File: config.mk
export PLATFORM = sky130hd
export DESIGN_NAME = irq_ctrl_gen
export DESIGN_NICKNAME = d
export VERILOG_FILES = /design/src/rtl/irq_ctrl_gen.sv
export SDC_FILE = /design/constraint.sdc
export NUM_CORES = 1
export LEC_CHECK = 0
export ABC_AREA = 1
export ABC_CLOCK_PERIOD_IN_PS = 7380
export BUFFER_PORTS_ARGS = -buffer_cell sky130_fd_sc_hd__buf_2
export CAP_MARGIN = 15
export CORE_ASPECT_RATIO = 0.7
export CORE_UTILIZATION = 52
export DETAILED_ROUTE_END_ITERATION = 6
export PLACE_DENSITY = 0.76
export SYNTH_ARGS = -nofsm -noshare
export SYNTH_HDL_FRONTEND = slang
export SYNTH_SLANG_ARGS = --single-unit
File: constraint.sdc
create_clock -name clk -period 7.38 [get_ports clk]
set_clock_uncertainty 0.05 [all_clocks]
set_input_delay 1.107 -clock clk [delete_from_list [all_inputs] [get_ports clk]]
set_output_delay 1.107 -clock clk [all_outputs]
set_load 0.05 [all_outputs]
File: src/rtl/irq_ctrl_gen.sv
// irq_ctrl_gen: bus-programmable interrupt controller with edge/level capture,
// group-priority arbitration, non-maskable sources and auto-clearing acknowledge.
module irq_ctrl_gen #(
  parameter int           NUM_SOURCES = 32,
  parameter int           NUM_GROUPS  = 9,
  parameter int           PRIO_BITS   = 2,
  parameter logic [127:0] GROUP_MAP   = 128'h43210876_54321087_65432108_76543210,
  parameter int           NMI_COUNT   = 3,
  parameter logic [23:0]  BASE_ADDR   = 24'h002020
) (
  input  logic                     clk,
  input  logic                     reset_n,
  input  logic                     clk_ce,
  input  logic                     bus_write,
  input  logic                     bus_read,
  input  logic [23:0]              bus_address_in,
  input  logic [7:0]               bus_data_in,
  output logic [7:0]               bus_data_out,
  input  logic [NUM_SOURCES-1:0]   irqs,
  input  logic                     cpu_iack,
  output logic [2**PRIO_BITS-2:0]  cpu_irq,
  output logic                     cpu_nmi,
  output logic [4:0]               irq_vector
);

  localparam int PRIO_W = NUM_GROUPS * PRIO_BITS;
  localparam int IRQ_W  = 2**PRIO_BITS - 1;

  logic [PRIO_W-1:0]      prio_reg;
  logic [NUM_SOURCES-1:0] enable_reg;
  logic [NUM_SOURCES-1:0] pending_reg;
  logic [NUM_SOURCES-1:0] mode_reg;
  logic [NUM_SOURCES-1:0] irqs_q;
  logic [1:0]             ctrl_reg;
  logic                   iack_q;
  logic [4:0]             ack_latch;

  logic [23:0] addr_off;
  logic        addr_hit;
  logic [4:0]  reg_off;
  logic        wr_en;
  logic        bus_read_unused;

  assign addr_off        = bus_address_in - BASE_ADDR;
  assign addr_hit        = addr_off < 24'h16;
  assign reg_off         = addr_off[4:0];
  assign wr_en           = bus_write && addr_hit;
  assign bus_read_unused = bus_read;

  logic [PRIO_W-1:0]      prio_next;
  logic [NUM_SOURCES-1:0] enable_next;
  logic [NUM_SOURCES-1:0] mode_next;
  logic [NUM_SOURCES-1:0] wr_clear;
  logic [NUM_SOURCES-1:0] ack_clear;
  logic [NUM_SOURCES-1:0] set_mask;
  logic [NUM_SOURCES-1:0] pending_next;
  logic                   ack_fire;

  always_comb begin
    prio_next   = prio_reg;
    enable_next = enable_reg;
    mode_next   = mode_reg;
    wr_clear    = '0;
    for (int b = 0; b < PRIO_W; b++)
      if (wr_en && reg_off[4:3] == 2'b00 && reg_off[2:0] == 3'(b / 8))
        prio_next[b] = bus_data_in[3'(b % 8)];
    for (int b = 0; b < NUM_SOURCES; b++) begin
      if (wr_en && reg_off[1:0] == 2'(b / 8)) begin
        case (reg_off[4:2])
          3'b010:  enable_next[b] = bus_data_in[3'(b % 8)];
          3'b011:  wr_clear[b]    = bus_data_in[3'(b % 8)];
          3'b100:  mode_next[b]   = bus_data_in[3'(b % 8)];
          default: ;
        endcase
      end
    end
  end

  // New requests are ORed in after clears so a source that is still asserting wins.
  assign ack_fire     = cpu_iack && !iack_q;
  assign set_mask     = (mode_reg & irqs) | (~mode_reg & irqs & ~irqs_q);
  assign ack_clear    = (ack_fire && ctrl_reg[1]) ? (NUM_SOURCES'(1) << irq_vector) : '0;
  assign pending_next = (pending_reg & ~(wr_clear | ack_clear)) | set_mask;

  logic [63:0]          prio_pad;
  logic [PRIO_BITS-1:0] src_prio [NUM_SOURCES];
  logic [PRIO_BITS-1:0] best_prio;
  logic [4:0]           best_idx;
  logic [4:0]           nmi_idx;
  logic                 nmi_hit;
  logic [IRQ_W-1:0]     irq_onehot;

  assign prio_pad = 64'(prio_reg);

  always_comb begin
    for (int i = 0; i < NUM_SOURCES; i++)
      src_prio[i] = (int'(GROUP_MAP[4*i +: 4]) < NUM_GROUPS)
                    ? prio_pad[PRIO_BITS*int'(GROUP_MAP[4*i +: 4]) +: PRIO_BITS] : '0;
  end

  // Ascending scan with strict compare keeps the lowest index on priority ties.
  always_comb begin
    best_prio = '0;
    best_idx  = '0;
    nmi_hit   = 1'b0;
    nmi_idx   = '0;
    for (int i = 0; i < NUM_SOURCES; i++) begin
      if (pending_reg[i] && enable_reg[i]) begin
        if (i < NMI_COUNT) begin
          if (!nmi_hit) begin
            nmi_hit = 1'b1;
            nmi_idx = 5'(i);
          end
        end else if (ctrl_reg[0] && src_prio[i] > best_prio) begin
          best_prio = src_prio[i];
          best_idx  = 5'(i);
        end
      end
    end
  end

  always_comb begin
    irq_onehot = '0;
    for (int p = 1; p <= IRQ_W; p++)
      if (best_prio == PRIO_BITS'(p)) irq_onehot[p-1] = 1'b1;
  end

  always_ff @(posedge clk or negedge reset_n) begin
    if (!reset_n) begin
      prio_reg    <= '0;
      enable_reg  <= '0;
      pending_reg <= '0;
      mode_reg    <= '0;
      irqs_q      <= '0;
      ctrl_reg    <= '0;
      iack_q      <= 1'b0;
      ack_latch   <= '0;
      cpu_irq     <= '0;
      cpu_nmi     <= 1'b0;
      irq_vector  <= '0;
    end else if (clk_ce) begin
      prio_reg    <= prio_next;
      enable_reg  <= enable_next;
      mode_reg    <= mode_next;
      pending_reg <= pending_next;
      irqs_q      <= irqs;
      iack_q      <= cpu_iack;
      if (wr_en && reg_off == 5'h14) ctrl_reg <= bus_data_in[1:0];
      if (ack_fire) ack_latch <= irq_vector;
      cpu_irq <= irq_onehot;
      cpu_nmi <= nmi_hit;
      if (nmi_hit) irq_vector <= nmi_idx;
      else if (best_prio != '0) irq_vector <= best_idx;
    end
  end

  logic [31:0] enable_pad;
  logic [31:0] pending_pad;
  logic [31:0] mode_pad;

  assign enable_pad  = 32'(enable_reg);
  assign pending_pad = 32'(pending_reg);
  assign mode_pad    = 32'(mode_reg);

  always_comb begin
    bus_data_out = '0;
    if (cpu_iack) begin
      bus_data_out = {2'b00, ack_latch, 1'b0};
    end else if (addr_hit) begin
      case (reg_off[4:2])
        3'b000, 3'b001: bus_data_out = prio_pad[{reg_off[2:0], 3'b000} +: 8];
        3'b010:         bus_data_out = enable_pad[{reg_off[1:0], 3'b000} +: 8];
        3'b011:         bus_data_out = pending_pad[{reg_off[1:0], 3'b000} +: 8];
        3'b100:         bus_data_out = mode_pad[{reg_off[1:0], 3'b000} +: 8];
        3'b101: begin
          if (reg_off[1:0] == 2'b00)      bus_data_out = {6'b0, ctrl_reg};
          else if (reg_off[1:0] == 2'b01) bus_data_out = {2'b00, irq_vector, cpu_nmi};
        end
        default: ;
      endcase
    end
  end

endmodule

==> results of run 1 <==
-- per-stage QoR --
stage	std cells	setup WS [ns]	utilization, %
CTS	1077	0.0305	65.1
detailed placement	1045	-0.00248	59.5
floorplan	813	0.242	-
finish	1089	0.424	66.5
global placement	1045	0.206	59.5
global route	1089	-0.0866	66.5
-- power by group through the flow --
stage / sequential, mW / clock, mW / combinational, mW
2_1_floorplan: 0.698 / 0 / 0.0567
3_3_place_gp: 0.698 / 0 / 0.112
3_5_place_dp: 0.698 / 0 / 0.114
4_1_cts: 0.687 / 0.924 / 0.115
5_1_grt: 0.688 / 0.955 / 0.130
6_report: 0.687 / 0.923 / 0.116
-- cells in the mapped netlist, types with 2 or more instances --
master / instances / area, um^2
sky130_fd_sc_hd__dfrtp_1: 121 / 3030
sky130_fd_sc_hd__nand2_2: 13 / 81.3
sky130_fd_sc_hd__o21ai_0: 74 / 370
sky130_fd_sc_hd__nor2_4: 3 / 33.8
sky130_fd_sc_hd__nor2_1: 61 / 229
sky130_fd_sc_hd__o211ai_1: 5 / 37.5
sky130_fd_sc_hd__nand4_1: 8 / 50.1
sky130_fd_sc_hd__a31oi_1: 5 / 31.3
sky130_fd_sc_hd__clkbuf_1: 16 / 60.1
sky130_fd_sc_hd__o21ai_1: 35 / 175
sky130_fd_sc_hd__a221oi_1: 14 / 123
sky130_fd_sc_hd__ha_1: 13 / 163
sky130_fd_sc_hd__clkinv_1: 2 / 7.51
sky130_fd_sc_hd__a22oi_1: 7 / 52.6
sky130_fd_sc_hd__o21bai_1: 13 / 97.6
sky130_fd_sc_hd__a41oi_1: 3 / 26.3
sky130_fd_sc_hd__o31ai_1: 2 / 15.0
sky130_fd_sc_hd__inv_1: 83 / 312
sky130_fd_sc_hd__nand3_1: 27 / 135
sky130_fd_sc_hd__nor3_1: 6 / 30.0
sky130_fd_sc_hd__buf_2: 4 / 20.0
sky130_fd_sc_hd__nand2_1: 224 / 841
sky130_fd_sc_hd__nand2_4: 6 / 67.6
sky130_fd_sc_hd__inv_2: 5 / 18.8
sky130_fd_sc_hd__a21oi_1: 25 / 125
sky130_fd_sc_hd__o2111ai_1: 4 / 35.0
sky130_fd_sc_hd__nand3_2: 12 / 120
sky130_fd_sc_hd__nor2_2: 5 / 31.3
sky130_fd_sc_hd__o22ai_1: 4 / 25.0
-- cell type report --
cell class / count / area share, %
Clock buffer: 21 / 5.95
Clock inverter: 11 / 2.42
Inverter: 91 / 4.33
Multi-Input combinational cell: 580 / 38.8
Sequential cell: 121 / 38.3
Tap cell: 157 / 2.48
Timing Repair Buffer: 108 / 7.75
-- repair_timing --
action	4_1_cts	5_1_grt
setup endpoints to repair	4	7
setup buffers	0	12
gates resized for setup	1	20
pin swaps	0	16
-- cell families (layout without fill, tap and decap cells) --
logic type	after synthesis	after routing	synth area share (%)
compound gates	194	194	17.7
xor+xnor	1	1	0.136
fa+ha+maj	13	13	2.52
buf+inv	112	231	6.68
flops	121	121	47.0
other cells	1	1	0.0582
simple gates	371	371	26.0
-- routing by layer --
layer	part of all wire (%)	track usage [%]	wire [um]	vias up
met5	0	0	0	-
met4	1.1	9.46	211	0
met3	12	7.76	2350	26
met2	41	45.5	7900	351
met1	46	47.8	8740	2915
li1	-	-	-	2932
-- worst max-delay path, delay by kind of cell, from the launching register on --
kind	cells	cell delay [ns]
compound gates	7	1.00
fa+ha+maj	7	1.85
buf+inv	13	1.02
flops	1	0.43
simple gates	29	2.52
-- worst max-delay path by stage --
stage / from / end / slack [ns] / cells past startpoint
3_5_place_dp: ctrl_reg[0]$_DFFE_PN0P_ / irq_vector[1]$_DFFE_PN0P_ / -0.002 / 58
3_3_place_gp: ctrl_reg[0]$_DFFE_PN0P_ / irq_vector[1]$_DFFE_PN0P_ / 0.21 / 58
4_1_cts: ctrl_reg[0]$_DFFE_PN0P_ / irq_vector[1]$_DFFE_PN0P_ / 0.03 / 58
2_1_floorplan: ctrl_reg[0]$_DFFE_PN0P_ / irq_vector[1]$_DFFE_PN0P_ / 0.24 / 56
5_1_grt: ctrl_reg[0]$_DFFE_PN0P_ / cpu_irq[1]$_DFFE_PN0P_ / -0.09 / 55
6_report: ctrl_reg[0]$_DFFE_PN0P_ / cpu_irq[2]$_DFFE_PN0P_ / 0.42 / 56
==> results.txt, run 1 <==
The H-tree generated during clock tree synthesis spans 4 levels. The worst flop-to-flop path startpoint is ctrl_reg[0]$_DFFE_PN0P_. Counting the buffers created by CTS gives 17. Of the total power, the clock network draws 53.5%.

The worst-case reg-to-reg path depth was 56; the share of synthesized area occupied by flip-flops and latches was 47.0%. Once placement finished, the instance area stood at 7080 um^2. The DRC marker count from the first detailed-route iteration was 774; the number of sinks on the clock net was 121. The initial core utilization is 54.2%. Detailed routing inserted a total of 6224 vias. A synthesized cell averages 7.93 um^2.

The flip-flop and latch count after synthesis works out to 121. For the number of I/O pins, the log shows 87. The tree is rooted in a sky130_fd_sc_hd__clkbuf_16.

The hold violation total from the final report was 0. The layout filler cell count came out at 990. DRC violations left: 0. In the synthesized netlist the dominant register cell turns out to be sky130_fd_sc_hd__dfrtp_1. The run gives 0 as the total of hold buffers inserted after clock tree synthesis. Summing all flip-flop and latch instances after layout gives 3030 um^2. Overall routing resource usage: 31.9%. In this run the tool buffered the top-level ports with 80 buffer cells. The first global-routing pass estimated 30200 um of wire. The slew at the pin closest to its max-slew limit was 0.790 ns; the clock latency of the later-clocked register in the worst-skew pair was 0.42 ns. The final setup TNS was 0 ns; the area taken by multi-input logic gates was 3070 um^2. The net count after synthesis is 896.

The fraction of power spent switching nets is 22.5%, and the area growth from synthesis to layout is 22.7%. Summed over all cells, the static leakage comes to 3.74 nW. After synthesis, the netlist uses 42 different library cells. In the routed layout, each cell is associated on average with a via count of 5.72. 0 antenna diodes ended up in the layout. The synthesized design contains 0 enable-type register cells. The most numerous cell on the critical path is sky130_fd_sc_hd__nand2_1. The floorplan step set the die height to 95.2 um. Leaving out fill and tap cells, the most frequent cells in the layout are 219 x sky130_fd_sc_hd__nand2_1, 119 x sky130_fd_sc_hd__dfrtp_1, 82 x sky130_fd_sc_hd__inv_1. The endpoint identified for the worst register-to-register timing path is cpu_irq[2]$_DFFE_PN0P_. Data on the critical path arrives at its endpoint at 7.25 ns. The number of antenna violations at the first check in global routing was 0. The worst setup path is of the register to register kind. The worst setup path is launched from a register. At the end of routability-driven placement, the weighted congestion stood at 1.03. Of the available clock period, the critical path in the final layout requires 94.3%. The fraction of final layout cells sized beyond drive strength 1 came out at 21.7%. After layout, the design draws a total of 1.73 mW. Once layout is done, the placed cells without fillers occupy 7910 um^2. The wire-length estimate of the detail-placed layout is 13500 um. The maximum count of clock buffers along a single path is 2, and the clock-pin slew of the registers on the worst-case setup and hold paths is 0.06 ns. The async set-reset flop share out of synthesis is 100%, and the remaining global-route overflow is 0. The largest driver fanout on the critical path was 5; the post-detailed-route wirelength per cell was 17.6 um.

The tightest min-delay check is of the register to register type. The worst hold path begins at irqs_q[21]$_DFFE_PN0P_. The cell internal power dissipation was 1.34 mW; the number of max-cap violations was 0.

For the number of search-and-repair iterations in the first detailed-routing pass, the log shows 6. The tools report the endpoint with the worst hold slack as pending_pad[21]$_DFFE_PN0P_. For the mapped cell area, the log shows 6450 um^2. The slack of the worst reg-to-reg path was 0.42 ns; the delay of the slowest critical-path stage was 0.43 ns.

After technology mapping, the gate count stands at 813. Combinational logic is responsible for 6.7% of the overall power. The tools report the worst vdd rail ir drop as 0.000228 V. For the maximum number of pins on one net before global-route repair, the log shows 66. The run finished with clean final reports. For this design the total switching power over the nets is 0.388 mW. The tools report the final layout net count as 1002.

The cell with the largest stage delay on the worst path is sky130_fd_sc_hd__dfrtp_1. Registers are responsible for 39.8% of the overall power. The count of antenna-violating nets left after detailed routing was 0. Width of the chip: 135 um. The via count of the first global-routing pass came out at 5663.

STA classifies the critical path endpoint as a register. TritonCTS built the clock tree. For this design the ratio of total power to cell area is 218 nW/um^2. Cell depth of the worst hold path: 1.

Static timing analysis puts the maximum clock frequency at 144 MHz. The minimum clock period after layout was 6.96 ns; the required time reported for the critical path endpoint was 7.68 ns. After detailed routing, the total wire length is 19200 um. The most common library cell in the layout ignoring fill and taps is sky130_fd_sc_hd__nand2_1.

The max-slew violation count is 0, and the area inside the core boundary is 11900 um^2. For the worst hold slack, the log shows 0.400 ns. For the Yosys warning count, the log shows 0.

The logs give 12900 um^2 for the total die area and 33 for the number of standard-cell rows in the floorplan. Setup violations remaining at the end of the flow were counted as 0. In this run the tightest slew margin relative to its limit is 47.3%.
Note: power is estimated with default switching activity, not from simulation.
==> inputs of run 2 (changes only) <==
CELL_PAD_IN_SITES_DETAIL_PLACEMENT = 1   (was not set)
CELL_PAD_IN_SITES_GLOBAL_PLACEMENT = 1   (was not set)
CORE_UTILIZATION = 39   (was 52)
PLACE_DENSITY = not set   (was 0.76)
PLACE_DENSITY_LB_ADDON = 0.1   (was not set)
==> run 2 against run 1 <==
Against the previous run:
- non-clock buffer count is 11 higher
- critical path depth is 2 higher
- final cell count is 6.8% higher
- total power is 6.8% lower
- count of clock-buffer cells in the layout is 1 higher
- die area is 33% higher
- via count is 2.5% higher
- maximum frequency is 2.8% lower
- combinational power hardly changed
- largest power group unchanged
==> results.txt, run 2 (same netlist as run 1, synthesis figures left out) <==
The run finished with clean final reports. The total of endpoints with negative setup slack in the final report is 0 (unchanged), and the worst vdd rail ir drop is 0.000133 V (-41%). The maximum count of clock buffers along a single path was 2 (unchanged).

The run gives 0.401 ns (+0.00103 ns) as the worst hold slack. The post-detailed-route wirelength per cell was 20.1 um (+14%). The logs give 38 (+15%) for the number of standard-cell rows in the floorplan and 1163 (+6.8%) for the final non-filler cell total. The tools report the total leakage power as 3.75 nW (+0.31%).

The delay of the slowest critical-path stage was 0.42 ns (about the same); the CTS buffer count was 17 (unchanged). For the number of antenna violations at the first check in global routing, the log shows 0 (unchanged). Among all stages on the critical path, the largest delay is contributed by sky130_fd_sc_hd__dfrtp_2. The tools report the area inside the core boundary as 15800 um^2 (+33%). Fraction of the cycle the final worst path needs: 97.0% (+2.7 points). The tree is rooted in a sky130_fd_sc_hd__clkbuf_16. The run gives 6378 (+2.5%) as the count of vias placed by the detailed router. The run gives 0 (unchanged) as the number of max-cap violations. The number of sinks on the clock net was 121 (unchanged). Required time reported for the critical path endpoint: 7.64 ns (-0.04 ns).

Tracing the worst setup path back leads to its startpoint at pending_pad[8]$_DFFE_PN0P_. The logs give 0.43 ns (about the same) for the clock latency of the later-clocked register in the worst-skew pair and 6594 (+16%) for the via count of the first global-routing pass. The tools report the overall routing resource usage as 29.0% (-2.9 points). The element type at the critical path start was a register. The fraction of final layout cells sized beyond drive strength 1 is 24.5% (+2.8 points).

Leaving out fill and tap cells, the most frequent cell in the layout is sky130_fd_sc_hd__nand2_1. Layout filler cell count: 1953 (+97%). The critical path is of the register to register type.

The buffer and inverter count on the worst path came out at 14 (+1). The library cells used most frequently in the layout, excluding fill and tap cells, are 212 x sky130_fd_sc_hd__nand2_1, 119 x sky130_fd_sc_hd__dfrtp_1, 79 x sky130_fd_sc_hd__buf_2. For the final weighted congestion in routability-driven placement, the log shows 0.905 (-12%).

The wire length of the first global-routing pass is 36400 um (+21%), and the DRC violations left is 0 (unchanged). The total of hold buffers inserted after clock tree synthesis is 0 (unchanged). For the worst-case headroom to the max-slew limit, the log shows 42.0% (-5.3 points). Total die area: 17100 um^2 (+33%). TritonCTS built the clock tree. For the sum of net half-perimeters after detailed placement, the log shows 16800 um (+24%).

The tools report the final layout net count as 1013 (+1.1%). The mean number of vias per cell is 5.48 (-4.0%), and the maximum number of pins on one net before global-route repair is 70 (+6.1%). The tools report the remaining global-route overflow as 0 (unchanged). For the sum of internal, switching and leakage power, the log shows 1.61 mW (-6.8%). The startpoint identified for the worst hold timing path is irqs_q[15]$_DFFE_PN0P_.

The number of inserted diodes was 0 (unchanged); the power density relative to cell area was 200 nW/um^2 (-8.5%). The logs give 7.41 ns (+0.16 ns) for the arrival time at the worst endpoint and 40.7% (-13 points) for the initial core utilization. Among cell families on the critical path, the largest total delay comes from simple AND/OR/NAND/NOR gates. The placed instance count came out at 1113 (+6.5%).

The area growth from synthesis to layout is 25.0%, and the DRC marker count from the first detailed-route iteration is 509 (-34%). The slew at the pin closest to its max-slew limit was 0.869 ns (+0.0790 ns). The count of input and output buffers is 80 (unchanged). Max-slew violation count: 0 (unchanged). The largest driver fanout on the critical path is 5 (unchanged), and the die extent in y is 110 um (+15%). The startpoint identified for the worst register-to-register timing path is pending_pad[8]$_DFFE_PN0P_. Setup repair after global routing could not meet its margin everywhere.

The most numerous cell type found on the critical path is sky130_fd_sc_hd__nand2_2. The count of antenna-violating nets left after detailed routing came out at 0 (unchanged). The width of the chip came out at 156 um (+15%).

The clock-pin slew of the registers on the worst-case setup and hold paths was 0.06 ns (about the same). The run gives 4 (unchanged) as the H-tree depth reported by CTS. The peak clock frequency supported by timing was 140 MHz (-2.8%); the number of search-and-repair iterations in the first detailed-routing pass was 5 (-1). The tools report the total wire length as 23300 um (+22%). STA classifies the critical path endpoint as a register. The path class of the tightest hold or removal check is register to register. The tools report the hold violation total from the final report as 0 (unchanged). The number of I/O pins was 87 (unchanged); the minimum clock period after layout was 7.16 ns (+0.201 ns).
## run 2: metrics by stage
stage	worst slack [ns]	util [%]	area [um^2]	setup TNS [ns]
global route	-0.183	50.9	8060	-0.854
CTS	0.0165	49.9	7900	0
global placement	0.0247	45.4	7190	0
floorplan	0.242	-	6450	0
detailed placement	-0.344	45.4	7190	-2.12
finish	0.223	50.9	8060	0
## run 2: routing by layer
metal | vias up | global-route usage, % | wire length, um
li1 | 2933 | - | -
met3 | 36 | 5.91 | 1440
met4 | 0 | 9.31 | 433
met2 | 212 | 44.5 | 10500
met1 | 3197 | 41.0 | 11000
met5 | - | 0 | 0
## run 2: final timing paths
path	slack, ns	end	cells past startpoint
min in group asynchronous	0.68	irqs_q[2]$_DFFE_PN0P_	1
hold / removal	0.40	pending_pad[15]$_DFFE_PN0P_	1
setup reg to reg	0.22	irq_vector[1]$_DFFE_PN0P_	58
max in group asynchronous	5.25	prio_reg[2]$_DFFE_PN0P_	2
setup / recovery	0.22	irq_vector[1]$_DFFE_PN0P_	58
hold reg to reg	0.40	pending_pad[15]$_DFFE_PN0P_	1
## run 2: area by class of cell
cell class / instances / area (um^2) / share of cell area, %
Clock inverter: 10 / 95.1 / 1.18
Inverter: 91 / 343 / 4.26
Timing Repair Buffer: 119 / 696 / 8.64
Sequential cell: 121 / 3030 / 37.6
Multi-Input combinational cell: 580 / 3150 / 39.1
Tap cell: 220 / 275 / 3.42
Clock buffer: 22 / 464 / 5.76
## run 2: timing repair
item / 4_1_cts / 5_1_grt
gates resized for setup: 17 / 25
pin swaps: 8 / 22
setup endpoints to repair: 7 / 7
setup buffers: 10 / 8
## run 2: worst reg2reg max path, delay by kind of cell (launching register included)
family,cells,cell delay [ns]
DFF,1,0.42
AOI/OAI and AO/OA,6,0.82
and+or+nand+nor,32,3.00
buffers and inverters,14,1.28
adders and majority gates,6,1.47
## run 2: where the power goes
group	switching [mW]	internal (mW)
sequential	0.00719	0.680
clock	0.323	0.481
combinational	0.0846	0.0327
